--- src/rtl/mult_share_ctrl.sv ---
// Shares one combinational 16x16 multiplier between two requesters.
// Round-robin accept, fixed settle window, registered tagged response.
module boothwallace (
  input  logic [15:0] A,
  input  logic [15:0] B,
  output logic [31:0] P
);
  assign P = 32'(A) * 32'(B);
endmodule

module mult_share_ctrl #(
  parameter int WAIT_CYCLES = 2
) (
  input  logic        clk,
  input  logic        rst_n,
  input  logic        req0_valid,
  output logic        req0_ready,
  input  logic [15:0] req0_a,
  input  logic [15:0] req0_b,
  input  logic        req1_valid,
  output logic        req1_ready,
  input  logic [15:0] req1_a,
  input  logic [15:0] req1_b,
  output logic        rsp_valid,
  input  logic        rsp_ready,
  output logic        rsp_id,
  output logic [31:0] rsp_p,
  output logic        busy
);
  typedef enum logic [1:0] {S_IDLE, S_WAIT, S_RESP} state_t;

  localparam logic [3:0] CNT_INIT = 4'(WAIT_CYCLES - 1);

  state_t      state_q, state_d;
  logic        prio_q, prio_d;
  logic        id_q, id_d;
  logic        rid_q, rid_d;
  logic [15:0] a_q, a_d;
  logic [15:0] b_q, b_d;
  logic [3:0]  cnt_q, cnt_d;
  logic [31:0] p_q, p_d;
  logic [31:0] prod;
  logic        gnt0, gnt1;
  logic        acc0, acc1;

  boothwallace u_mul (
    .A(a_q),
    .B(b_q),
    .P(prod)
  );

  // A lone requester wins regardless of priority.
  assign gnt0 = req0_valid & (~req1_valid | ~prio_q);
  assign gnt1 = req1_valid & (~req0_valid | prio_q);
  assign acc0 = rst_n & (state_q == S_IDLE) & gnt0;
  assign acc1 = rst_n & (state_q == S_IDLE) & gnt1;

  assign req0_ready = acc0;
  assign req1_ready = acc1;
  assign rsp_valid  = (state_q == S_RESP);
  assign busy       = (state_q != S_IDLE);
  assign rsp_p      = p_q;
  assign rsp_id     = rid_q;

  always_comb begin
    state_d = state_q;
    prio_d  = prio_q;
    id_d    = id_q;
    rid_d   = rid_q;
    a_d     = a_q;
    b_d     = b_q;
    cnt_d   = cnt_q;
    p_d     = p_q;
    unique case (state_q)
      S_IDLE: begin
        if (acc0 | acc1) begin
          a_d     = acc1 ? req1_a : req0_a;
          b_d     = acc1 ? req1_b : req0_b;
          id_d    = acc1;
          prio_d  = ~acc1;
          cnt_d   = CNT_INIT;
          state_d = S_WAIT;
        end
      end
      S_WAIT: begin
        if (cnt_q == 4'd0) begin
          p_d     = prod;
          rid_d   = id_q;
          state_d = S_RESP;
        end else begin
          cnt_d = cnt_q - 4'd1;
        end
      end
      S_RESP: begin
        if (rsp_ready) state_d = S_IDLE;
      end
      default: state_d = S_IDLE;
    endcase
  end

  always_ff @(posedge clk or negedge rst_n) begin
    if (!rst_n) begin
      state_q <= S_IDLE;
      prio_q  <= 1'b0;
      id_q    <= 1'b0;
      rid_q   <= 1'b0;
      a_q     <= '0;
      b_q     <= '0;
      cnt_q   <= '0;
      p_q     <= '0;
    end else begin
      state_q <= state_d;
      prio_q  <= prio_d;
      id_q    <= id_d;
      rid_q   <= rid_d;
      a_q     <= a_d;
      b_q     <= b_d;
      cnt_q   <= cnt_d;
      p_q     <= p_d;
    end
  end
endmodule

--- config.mk ---
export PLATFORM = sky130hd
export DESIGN_NAME = mult_share_ctrl
export DESIGN_NICKNAME = d
export VERILOG_FILES = /design/src/rtl/mult_share_ctrl.sv
export SDC_FILE = /design/constraint.sdc
export NUM_CORES = 1
export LEC_CHECK = 0
export CORE_MARGIN = 2
export CORE_UTILIZATION = 40
export DETAILED_ROUTE_END_ITERATION = 7
export GPL_TIMING_DRIVEN = 0
export PLACE_DENSITY = 0.56
export SYNTH_ARGS = -nofsm -noshare
export SYNTH_HDL_FRONTEND = slang
export SYNTH_HIERARCHICAL = 1
export SYNTH_SLANG_ARGS = --single-unit
--- constraint.sdc ---
create_clock -name clk -period 8 [get_ports clk]
set_input_delay 2.4 -clock clk [delete_from_list [all_inputs] [get_ports clk]]
set_output_delay 2.4 -clock clk [all_outputs]
set_load 0.03 [all_outputs]
## Word-level counts from Yosys, hierarchy flattened

Cells that the tools add are included.

- Add/sub/neg operators: 1
- $mul: 1
- Equality and inequality tests: 6
- Multiplexer cells: 9
- Bitwise logic cells: 12
- Reductions and logical operators: 8

Operators with widths:

| operator | number |
|---|---|
| multiplier 16 x 16 -> 32 bit | 1 |
| two-way mux 16 bit | 2 |
| two-way mux 4 bit | 2 |
| one-hot mux 4 bit (2 select lines) | 1 |
| two-way mux 2 bit | 3 |
| one-hot mux 2 bit (3 select lines) | 1 |
| AND reduction 3 bit | 2 |
| AND 1 bit | 5 |
| zero test 4 bit | 1 |
| inequality test 2 x 1 -> 1 bit, second input constant | 2 |
| inequality test 2 bit, second input constant | 2 |
| NOT 1 bit | 4 |
| AND reduction 2 bit | 2 |
| nonzero test 2 bit | 2 |
| subtractor 4 x 1 -> 4 bit, second input constant | 1 |
| OR 1 bit | 3 |
| == test 2 x 1 -> 1 bit, second input constant | 1 |
| == test 2 bit, second input constant | 1 |
| zero test 2 bit | 1 |

- Flip-flop bits (word level): 73
- Bits of input ports: 69
- Output and inout port bits: 37
- Word-level logic and storage cells: 45

## Longest topological paths before layout

- Word-level depth: 7
- Mapped depth: 22
- Mapped depth without buffers: 20

## Cells and area by module

Netlist, hierarchy kept.

By module, submodules not included:

| module | times used | cells an instance | area an instance (µm²) | sequential area each (µm²) |
|---|---|---|---|---|
| boothwallace | 1 | 1030 | 8809.7 | 0.0 |
| mult_share_ctrl | 1 | 227 | 3258.1 | 1826.8 |

## Least setup slack after synthesis

Ideal clock, no wire load.

- Path kind: register to register
- From: register b_q[1]
- To: register p_q[30], in the netlist rsp_p[30]
- Library setup time: 125 ps
- Data arrival time: 5617 ps
- Path slack: 2258 ps
- Stages on the path, launching flop included: 20
- Path buffers: 1
- Period minus slack after synthesis: 5742 ps
- Cell sequence: dfrtp_1 clkbuf_1 nand2_1 fa_1 fa_1 fa_1 fa_1 inv_1 fa_1 inv_1 fa_1 inv_1 ha_1 nand2_2 or3_1 o21ai_1 o31ai_2 a21o_1 o221a_1 mux2_2

- Longest elaborated chain between the ends: 1

RTL lines:

| element | line | source |
|---|---|---|
| start: declaration | 39 | `logic [15:0] b_q, b_d;` |
| start signal: assignment | 108 | `b_q <= '0;` |
| start signal: assignment | 117 | `b_q <= b_d;` |
| multiplier 16 x 16 -> 32 bit | 8 | `assign P = 32'(A) * 32'(B);` |
| named net prod[30] | 42 | `logic [31:0] prod;` |
| end signal: assignment | 119 | `p_q <= p_d;` |
| end: declaration | 41 | `logic [31:0] p_q, p_d;` |

The timed path passes the listed nets, and every way through them passes these cells.
A chain may end at the register's enable or synchronous reset.

## Final worst setup path

- From: register a_q[8]
- To: register p_q[24], in the netlist rsp_p[24]

- Longest elaborated chain between the ends: 1

RTL lines:

| element | line | source |
|---|---|---|
| start: declaration | 38 | `logic [15:0] a_q, a_d;` |
| start signal: assignment | 107 | `a_q <= '0;` |
| start signal: assignment | 116 | `a_q <= a_d;` |
| multiplier 16 x 16 -> 32 bit | 8 |  |
| named net prod[24] | 42 |  |

The timed path passes the listed nets, and every way through them passes these cells.

==> results.py <==
metrics = {
    "outcome": {
        "outcome": "completed",
    },
    "logic_synthesis": {
        "synthTopCellsByArea": "fa_1, dfrtp_1, ha_1, inv_1, and2_1",
        "ys_ff_latch": 73,
        "yosysTopAreaCellShare": 0.322,
        "synth_area_leader_cell": "fa_1",
        "synth_edf_count": 0,
        "ys_async_sr_fraction": 1.00,
        "yosys_most_used_dff": "dfrtp_1",
        "synth_cell_types": 69,
        "seq_area_frac_synth": 0.151,
        "ys_warn_count": 6,
        "syn_area_mm2": 0.0121,
        "syn_inst": 1257,
        "avgSynthCellArea_um2": 9.60,
        "syn-num-nets": 1626,
    },
    "global_routing": {
        "grt.overflow.total": 0,
        "antenna_found_initial": 0,
        "first_global_vias": 9901,
        "grt_max_degree": 44,
        "grt_pass1_wl_mm": 57.9,
        "grt.total_usage": 0.246,
    },
    "finish": {
        "final_nets": 1743,
        "diodes": 0,
        "multi_input_area_mm2": 0.00903,
        "seq_area_mm2": 0.00183,
        "nFillCells": 2905,
        "area_growth_syn_to_layout_pct": 15.6,
        "drive_above_1_share": 0.0587,
    },
    "routing": {
        "routed_wl_mm": 36.5,
        "vias": 9122,
        "drt_iter0_drc": 515,
        "drcViolationCount": 0,
        "dr.pass1.iters": 5,
        "wl_per_cell_um": 20.6,
        "vias_per_cell": 5.16,
        "ant_nets": 0,
    },
    "clock_network": {
        "clock_sinks": 73,
        "clk_latency_ns": 0.35,
        "cts-root-buf": "clkbuf_16",
        "cts_made_buffers": 9,
        "cts.path.max_buffers": 2,
        "post_cts_buffers": 0,
        "cts.clk_slew.worst_paths_ns": 0.07,
        "cts_tree": "yes",
        "cts_resized": 0,
        "postCtsHoldBufs": 0,
        "cts_max_level": 3,
    },
    "floorplanning": {
        "die-area_mm2": 0.0316,
        "initial_core_util": 0.407,
        "die-width_um": 178,
        "rows": 63,
        "die_h_um": 178,
        "io-pin-count": 106,
        "core_area_mm2": 0.0296,
    },
    "placement": {
        "io_buffers": 105,
        "gp_congestion": 0.875,
        "dpl_worst_slack_ns": 1.07,
        "post-dp-hpwl_mm": 30.0,
    },
    "timing": {
        "finalCritPeriodShare": 0.871,
        "max_freq_mhz": 144,
        "rsz0062_at_grt": "no",
        "finalSetupViolCount": 0,
        "skew_ns": 0.0125,
        "tns_ns": 0,
        "hold_viol": 0,
        "maxSlewHeadroom": 0.520,
        "layout_min_cycle_time_ns": 6.97,
        "slew_violations": 0,
        "fin_ws_ns": 1.03,
        "worst_pin_slew_ns": 0.720,
    },
    "critical_path": {
        "cp.required_ns": 8.23,
        "worstPathArrival_ns": 7.20,
        "r2r_slack_ns": 1.03,
        "endpoint_kind": "register",
        "cp_max_fo": 10,
        "crit_type": "reg2reg",
        "cp-start-kind": "register",
    },
    "job": {
        "cap_violations": 0,
    },
    "worst_hold_path": {
        "hold_path.class": "reg2reg",
    },
}
## cells by family (layout without fill, tap and decap cells)
logic type                 count (synthesis)  in the layout  synth area share
and+or+nand+nor                          357            357             0.151
adders and majority gates                300            300             0.432
buffers and inverters                    295            417             0.100
AOI/OAI and AO/OA                        174            174             0.110
DFF                                       73             73             0.151
muxes                                     34             34            0.0378
xor gates and xnor gates                  24             24            0.0174
## worst max-delay path: stages, from the launching register on
cell      delay [ns]
dfrtp_1         0.66
clkbuf_1        0.60
nand2_1         0.17
fa_1            0.56
inv_1           0.06
fa_1            0.50
fa_1            0.58
fa_1            0.45
fa_1            0.52
inv_1           0.06
fa_1            0.53
inv_1           0.06
ha_1            0.26
clkbuf_1        0.19
a21oi_1         0.29
o21ai_0         0.21
nor2b_1         0.18
a21oi_1         0.36
nand3_1         0.16
xor2_1          0.17
mux2_1          0.28
## state kept, by name (all words and copies together), names as in the netlist
register,flops
b_q,16
rsp_id,1
id_q,1
prio_q,1
cnt_q,4
state_q,2
a_q,16
rsp_p,32
## stage by stage
step                      cells  instance area (µm²)   util  hold WS (ns)
after floorplan            1257                12100      -         0.463
after global placement     1752                13600  0.459         0.479
after detailed placement   1753                13600  0.460         0.484
after CTS                  1769                14000  0.471         0.504
after global routing       1769                14000  0.471         0.523
final                      1769                14000  0.471         0.497
## layout make-up
| cell class | instances | area share |
|---|---|---|
| Sequential cell | 73 | 0.131 |
| Buffer | 63 | 0.0245 |
| Clock buffer | 9 | 0.0161 |
| Tap cell | 390 | 0.0350 |
| Timing Repair Buffer | 106 | 0.0771 |
| Clock inverter | 7 | 0.00699 |
| Multi-Input combinational cell | 889 | 0.647 |
| Inverter | 232 | 0.0624 |
## routing by layer
layer / part of all wire / routed length [µm] / global-route usage / vias up
met3: 0.047 / 1710 / 0.0373 / 38
met5: 0 / 0 / 0 / -
met4: 0.018 / 649 / 0.0536 / 0
li1: - / - / - / 4212
met1: 0.48 / 17500 / 0.356 / 4655
met2: 0.46 / 16600 / 0.388 / 217
## worst paths after layout
kind,from,end,depth (start not counted)
hold reg to reg,rsp_p[24],rsp_p[24],1
setup reg to reg,a_q[8],rsp_p[24],20
min in group asynchronous,rst_n,cnt_q[0],1
max in group asynchronous,rst_n,a_q[13],2
hold / removal,rsp_p[24],rsp_p[24],1
setup / recovery,a_q[8],rsp_p[24],20
## cells in the mapped netlist, types with 4 or more instances
cell type,count
nand2b_1,5
inv_1,232
nand2_1,157
nor3_1,9
o21a_1,5
buf_2,9
a21o_1,15
nor2_1,23
xor2_1,10
mux2_2,5
mux2_1,8
buf_6,12
a211oi_1,5
o21ai_1,6
xnor2_1,14
ha_1,106
clkbuf_1,41
and2_1,123
and4_1,5
o21ai_0,17
dfrtp_1,73
mux2_4,20
a21boi_0,31
fa_1,194
a221o_1,33
nand4_1,4
a21oi_1,28
nand3_1,7
o21bai_1,4
## cell usage in the layout, fill, tap and decap left out, drive strengths merged, types with 3 or more instances in the layout
cell / count
nor2b: 3
dfrtp: 73
clkdlybuf4s50: 104
or2: 3
a21oi: 29
o21ai: 23
nand3: 7
buf: 24
clkbuf: 50
mux2: 33
a21o: 15
xor2: 10
a31oi: 4
inv: 236
and3: 3
o21bai: 5
nor3b: 3
xnor2: 14
fa: 194
a221o: 33
nand4: 4
o21a: 5
and2: 123
nor3: 9
ha: 106
nand2b: 5
a21boi: 32
nor2: 23
o211ai: 4
nand2: 159
a211o: 3
a211oi: 5
and4: 5
Power is left out: the tool's default activity adds up to more than one toggle a clock period on the data nets, which glitch-free logic cannot reach.
